--- config.mk ---
export PLATFORM = sky130hd
export DESIGN_NAME = vecmac_issue_ctrl
export DESIGN_NICKNAME = d
export VERILOG_FILES = /design/src/rtl/vecmac_issue_ctrl.sv
export SDC_FILE = /design/constraint.sdc
export NUM_CORES = 1
export LEC_CHECK = 0
export CORE_ASPECT_RATIO = 0.6
export CORE_MARGIN = 2
export CORE_UTILIZATION = 53
export DETAILED_ROUTE_END_ITERATION = 8
export HOLD_SLACK_MARGIN = 0.1
export PLACE_DENSITY = 0.81
export SYNTH_ARGS = -nofsm -noshare
export SYNTH_HDL_FRONTEND = slang
export SYNTH_SLANG_ARGS = --single-unit
--- constraint.sdc ---
create_clock -name clk -period 4.9 [get_ports clk]
set_input_delay 0.98 -clock clk [delete_from_list [all_inputs] [get_ports clk]]
set_output_delay 0.98 -clock clk [all_outputs]
set_load 0.005 [all_outputs]
--- src/rtl/vecmac_issue_ctrl.sv ---
// vecmac_issue_ctrl: operand issue, credit accounting and result buffering
// for the mul8x8x8_wallace dot-product MAC.
//   - Operand beats are accepted on s_* and issued one cycle later on mac_in_*.
//   - The MAC has no backpressure, so each accepted beat consumes a credit that
//     reserves a result FIFO slot; the credit returns when the result pops.
//   - flush drains all in-flight and buffered results, then pulses flush_done.
// Optional build macro: VECMAC_LAT_CHECK_EN
//   When defined, a LATENCY-deep shadow of issued beats is compared against
//   mac_out_valid and any disagreement sets the sticky err_lat flag.
//   When undefined, err_lat is tied to 0.
module vecmac_issue_ctrl #(
    parameter int BUSW      = 64,
    parameter int SUMW      = 19,
    parameter int LATENCY   = 8,
    parameter int RES_DEPTH = 16
) (
    input  logic            clk,
    input  logic            rst_n,
    input  logic            s_valid,
    output logic            s_ready,
    input  logic [BUSW-1:0] s_a,
    input  logic [BUSW-1:0] s_b,
    output logic            mac_in_valid,
    output logic [BUSW-1:0] mac_in_a,
    output logic [BUSW-1:0] mac_in_b,
    input  logic            mac_out_valid,
    input  logic [SUMW-1:0] mac_out_sum,
    output logic            m_valid,
    input  logic            m_ready,
    output logic [SUMW-1:0] m_data,
    input  logic            flush,
    output logic            flush_done,
    output logic            err_ovf,
    output logic            err_lat
);

    localparam int CW = $clog2(RES_DEPTH + 1);  // credit counter
    localparam int FW = $clog2(RES_DEPTH + 1);  // FIFO occupancy
    localparam int PW = $clog2(RES_DEPTH);      // FIFO pointer
    localparam int IW = $clog2(RES_DEPTH + 1);  // in-flight count, bounded by credits

    typedef enum logic [1:0] {
        ST_IDLE,
        ST_RUN,
        ST_DRAIN
    } state_t;

    state_t          state_q, state_d;
    logic            out_en_q;
    logic [CW-1:0]   credits_q, credits_d;
    logic            mac_in_valid_q, mac_in_valid_d;
    logic [BUSW-1:0] mac_in_a_q, mac_in_a_d;
    logic [BUSW-1:0] mac_in_b_q, mac_in_b_d;
    logic [PW-1:0]   wr_ptr_q, wr_ptr_d;
    logic [PW-1:0]   rd_ptr_q, rd_ptr_d;
    logic [FW-1:0]   count_q, count_d;
    logic            m_valid_q, m_valid_d;
    logic [IW-1:0]   in_flight_q, in_flight_d;
    logic            flush_done_q, flush_done_d;
    logic            err_ovf_q, err_ovf_d;

    logic [SUMW-1:0] mem [RES_DEPTH];

    logic s_hs;
    logic m_hs;
    logic fifo_full;
    logic push;
    logic pop;
    logic drain_done;

    // out_en_q keeps s_ready low through reset; it rises on the first clean edge.
    assign s_ready = out_en_q && (credits_q != '0) && (state_q != ST_DRAIN);

    assign s_hs      = s_valid && s_ready;
    assign m_hs      = m_valid_q && m_ready;
    assign fifo_full = (count_q == FW'(RES_DEPTH));
    assign pop       = m_hs;
    // A result arriving at full is only storable if a slot frees in the same cycle.
    assign push      = mac_out_valid && (!fifo_full || pop);

    assign drain_done = (in_flight_q == '0) && (count_q == '0) && !mac_in_valid_q;

    // Datapath next-state: issue register, credits, FIFO pointers, in-flight count.
    always_comb begin
        // NOTE: every variable gets a default before any branch so no latch is inferred.
        mac_in_valid_d = s_hs;
        mac_in_a_d     = mac_in_a_q;
        mac_in_b_d     = mac_in_b_q;
        credits_d      = credits_q;
        wr_ptr_d       = wr_ptr_q;
        rd_ptr_d       = rd_ptr_q;
        count_d        = count_q;
        in_flight_d    = in_flight_q;
        err_ovf_d      = err_ovf_q;

        if (s_hs) begin
            mac_in_a_d = s_a;
            mac_in_b_d = s_b;
        end

        if (s_hs && !m_hs) begin
            credits_d = credits_q - CW'(1);
        end else if (!s_hs && m_hs && (credits_q != CW'(RES_DEPTH))) begin
            credits_d = credits_q + CW'(1);
        end

        // Pointers wrap naturally because RES_DEPTH is a power of two.
        if (push) wr_ptr_d = wr_ptr_q + PW'(1);
        if (pop)  rd_ptr_d = rd_ptr_q + PW'(1);

        if (push && !pop) begin
            count_d = count_q + FW'(1);
        end else if (!push && pop) begin
            count_d = count_q - FW'(1);
        end

        // Spurious results must not wrap the in-flight count below zero.
        if (mac_in_valid_q && !mac_out_valid) begin
            in_flight_d = in_flight_q + IW'(1);
        end else if (!mac_in_valid_q && mac_out_valid && (in_flight_q != '0)) begin
            in_flight_d = in_flight_q - IW'(1);
        end

        if (mac_out_valid && fifo_full && !pop) err_ovf_d = 1'b1;
    end

    // m_valid is registered from the next occupancy so it tracks !empty exactly.
    assign m_valid_d = (count_d != '0);

    // Flow-control FSM: next state and the flush_done pulse.
    always_comb begin
        state_d      = state_q;
        flush_done_d = 1'b0;
        unique case (state_q)
            ST_IDLE: begin
                if (flush)     state_d = ST_DRAIN;
                else if (s_hs) state_d = ST_RUN;
            end
            ST_RUN: begin
                if (flush) state_d = ST_DRAIN;
            end
            ST_DRAIN: begin
                // Once entered, the drain completes even if flush drops.
                if (drain_done) begin
                    state_d      = ST_IDLE;
                    flush_done_d = 1'b1;
                end
            end
            default: state_d = ST_IDLE;
        endcase
    end

    // Control and datapath registers with synchronous active-low reset.
    always_ff @(posedge clk) begin
        // NOTE: sequential state uses non-blocking assignments so every flop samples pre-edge values.
        if (!rst_n) begin
            state_q        <= ST_IDLE;
            out_en_q       <= 1'b0;
            credits_q      <= CW'(RES_DEPTH);
            mac_in_valid_q <= 1'b0;
            mac_in_a_q     <= '0;
            mac_in_b_q     <= '0;
            wr_ptr_q       <= '0;
            rd_ptr_q       <= '0;
            count_q        <= '0;
            m_valid_q      <= 1'b0;
            in_flight_q    <= '0;
            flush_done_q   <= 1'b0;
            err_ovf_q      <= 1'b0;
        end else begin
            state_q        <= state_d;
            out_en_q       <= 1'b1;
            credits_q      <= credits_d;
            mac_in_valid_q <= mac_in_valid_d;
            mac_in_a_q     <= mac_in_a_d;
            mac_in_b_q     <= mac_in_b_d;
            wr_ptr_q       <= wr_ptr_d;
            rd_ptr_q       <= rd_ptr_d;
            count_q        <= count_d;
            m_valid_q      <= m_valid_d;
            in_flight_q    <= in_flight_d;
            flush_done_q   <= flush_done_d;
            err_ovf_q      <= err_ovf_d;
        end
    end

    // Result storage written on every accepted MAC result.
    always_ff @(posedge clk) begin
        // NOTE: the array has no reset; pointers and count define validity, so stale contents are never observed.
        if (push) mem[wr_ptr_q] <= mac_out_sum;
    end

`ifdef VECMAC_LAT_CHECK_EN
    logic [LATENCY-1:0] lat_sr_q, lat_sr_d;
    logic               err_lat_q, err_lat_d;

    // Shadow of issued beats; the oldest tap predicts mac_out_valid this cycle.
    always_comb begin
        lat_sr_d[0] = mac_in_valid_q;
        for (int i = 1; i < LATENCY; i++) begin
            lat_sr_d[i] = lat_sr_q[i-1];
        end
        err_lat_d = err_lat_q || (mac_out_valid != lat_sr_q[LATENCY-1]);
    end

    // Latency-check registers.
    always_ff @(posedge clk) begin
        if (!rst_n) begin
            lat_sr_q  <= '0;
            err_lat_q <= 1'b0;
        end else begin
            lat_sr_q  <= lat_sr_d;
            err_lat_q <= err_lat_d;
        end
    end

    assign err_lat = err_lat_q;
`else
    assign err_lat = 1'b0;
`endif

    assign mac_in_valid = mac_in_valid_q;
    assign mac_in_a     = mac_in_a_q;
    assign mac_in_b     = mac_in_b_q;
    assign m_valid      = m_valid_q;
    // Drive zero while empty so the unreset array never leaks onto the port.
    assign m_data       = m_valid_q ? mem[rd_ptr_q] : '0;
    assign flush_done   = flush_done_q;
    assign err_ovf      = err_ovf_q;

endmodule

==> results of run 1 <==
## cells by family after synthesis
group | Yosys count | synth area share
flip-flops | 466 | 0.684
AND/OR/NAND/NOR | 371 | 0.0870
other | 1 | 0.000207
XOR/XNOR | 18 | 0.00871
AO/OA/AOI/OAI | 162 | 0.0664
adder cells (fa/ha/maj) | 16 | 0.0119
multiplexers | 99 | 0.120
buffers and inverters | 86 | 0.0218
## metrics by stage
step / instances / cell area [um2]
6_report: 2016 / 23200
5_1_grt: 2016 / 23200
4_1_cts: 2015 / 23200
3_5_place_dp: 1937 / 21700
3_3_place_gp: 1937 / 21700
2_1_floorplan: 1219 / 18100
## cell usage in the layout, fill, tap and decap left out, types with 7 or more instances in the layout
| cell | netlist | layout |
|---|---|---|
| and2_1 | 38 | 38 |
| clkinv_2 | 0 | 7 |
| nor2_1 | 21 | 9 |
| clkdlybuf4s50_1 | 0 | 303 |
| clkbuf_16 | 0 | 44 |
| dfxtp_1 | 162 | 160 |
| edfxtp_1 | 304 | 304 |
| buf_4 | 1 | 28 |
| clkbuf_1 | 43 | 10 |
| nor2_2 | 0 | 12 |
| nand2_1 | 275 | 275 |
| mux4_2 | 95 | 95 |
| xnor2_1 | 16 | 16 |
| inv_1 | 10 | 10 |
| a21boi_0 | 127 | 127 |
| ha_1 | 14 | 14 |
## how the worst min path moves through the flow
| stage | from | to | slack, ns | cells after the start |
|---|---|---|---|---|
| floorplan | state_q[1] | state_q[0] | 0.44 | 1 |
| global placement | mac_in_a[47] | mac_in_a[47] | 0.44 | 2 |
| detailed placement | mac_in_a[48] | mac_in_a[48] | 0.45 | 2 |
| CTS | mac_in_a[48] | mac_in_a[48] | 0.46 | 2 |
| global route | mac_in_a[56] | mac_in_a[56] | 0.48 | 2 |
| finish | mac_in_b[50] | mac_in_b[50] | 0.46 | 2 |
## cell type report
class	instances	area [um2]
fill	2262	10500
antenna	1	2.50
inverter	10	37.5
sequential	466	12400
clock buffer	60	1220
clock inverter	18	219
multi-input combinational	667	5400
timing repair buffer	335	3320
tap	459	574
## routing by layer
layer,vias to the layer above,global-route usage
met5,-,0
li1,5059,-
met3,80,0.0559
met2,457,0.416
met1,5639,0.361
met4,0,0.0701
## worst max-delay path, delay by kind of cell, from the launching register on
family        cells  cell delay [ns]
flops             1             0.77
simple gates      1             0.17
mux               2             1.01
buf+inv           2             0.88
## registers in the layout, summed over array words and instances, names as in the netlist, 2 cells and up, named ones only
name / count
mem: 304
mac_in_a: 64
mac_in_b: 64
count_q: 5
credits_q: 5
in_flight_q: 5
rd_ptr_q: 4
wr_ptr_q: 4
state_q: 2
## power by group through the flow
| stage | clock [uW] | combinational, uW | sequential (uW) |
|---|---|---|---|
| after floorplan | 0 | 746 | 4490 |
| after global placement | 0 | 1240 | 4530 |
| after detailed placement | 0 | 1280 | 4540 |
| after CTS | 3460 | 1290 | 4450 |
| after global routing | 3590 | 1390 | 4470 |
| final | 3390 | 1280 | 4450 |
==> out/results.txt, run 1 <==
Post-synth EDFFs: 304
Area share of the largest cell type after synthesis: 0.504
Final setup viols: 0
Final slew viol count: 0
Clk_lat worst skew: 0.56 ns
Primary FF master, synth: edfxtp_1
Synth unique cells: 48
Vias: 11200
Rel. slew slack: 0.324
Psw: 2150 uW
Drt first pass iters: 5
Reg clk slew, reported paths: 0.07 ns
CP dominant cell by count: mux4_2
Proportion of layout cells with a drive suffix above 1: 0.138
Initial core utilization: 0.538
Synth Instances: 1219
Top-count cell post-synth: edfxtp_1
Max Freq: 228 MHz
Critical path class: reg2out
Peak supply drop: 0.000355 V
Rows: 52
Core area: 0.0336 mm2
CP endpoint: m_data[10]
Clock buffer count from CTS: 42
RSZ-0062 raised after global routing: no
Met3 wire len: 3630 um
Status: completed
WP data arrival: 3.41 ns
P_int: 6970 uW
Hold WC Path Type: reg2reg
CTS root buffer: clkbuf_16
Hold Violations, Final: 0
DRT Wirelength: 45700 um
DRT antenna net count: 0
Vias in the first global route: 11300
Slowest stage delay, CP: 0.77 ns
Worst r2r path cells: 7
Grt ovf: 0
Crit Path Max Fanout: 32
WL per Instance: 22.7 um
Clock share of power: 0.372
Die X: 243 um
Die area: 0.0357 mm2
GRT Total Usage: 0.259
Metal2 WL: 21900 um
Critical path cell sequence: buf_4, mux4_2, mux4_2, and2_1, clkdlybuf4s50_1
Avg Cell Area, Syn: 14.8 um2
CP required: 3.92 ns
Leak: 0.00763 uW
Post_cts resized: 0
Hold-fix buffers, CTS: 0
Routability cong.: 0.829
Clock sink count: 466
Max stage delay cell, worst path: dfxtp_4
Leading area contributor after synthesis: edfxtp_1
Fin crit share: 0.896
Hold Slack: 0.461 ns
Pwr/cell area: 394 mW/mm2
Htree depth: 2
FF+latch count, synth: 466
Antenna violations before repair: 1
First-pass GRT wire length: 69300 um
Skew final: 0.0228 ns
CP endpoint kind: primary output
Commonest cells post-synth: edfxtp_1, nand2_1, dfxtp_1, a21boi_0, mux4_2
Fin Setup TNS: 0 ns
FF-to-FF setup slack: 2.15 ns
Post-Syn Area: 0.0181 mm2
Switching Share: 0.236
Port bufs: 304
Power share of the sequential group: 0.488
NumNets Final: 1691
FF-to-FF Start: count_q[0]
CTS max path bufs: 3
Pin slew with the least headroom to its limit: 1.01 ns
Dpl ws: 1.07 ns
I/O pin cnt: 306
Min Clock Period, post-route: 4.39 ns
Met1 Wirelength: 19000 um
Asr flop ratio synth: 0
Vias/cell: 5.57
Hpwl dp: 28200 um
MaxCap Viol Count: 0
Area grow syn2layout: 27.9%
Die Y: 147 um
Ys Warns: 0
Overall power: 9120 uW
DRC viols: 0
Final core occ: 0.688
Largest net degree at the start of global routing: 131
CTS tree: built
Synth top area cells: edfxtp_1, dfxtp_1, mux4_2, nand2_1, a21boi_0
R2R Path End: mem[11][7]
Final setup margin: 0.509 ns
DRT iter0 DRCs: 1001
DR top layer: met4
Seq/Total Area, Yosys: 0.684
Gate power share: 0.140
Type of origin of the critical path: register
Setup bufs post-CTS: 0
Syn nets: 1388
(Power assumes the default switching activity.)
==> run 2: changes to the inputs <==
Settings changed: ABC_CLOCK_PERIOD_IN_PS set to 4900.
==> results of run 2 <==
Final layout, timing and power as in run 1 (identical DEF).
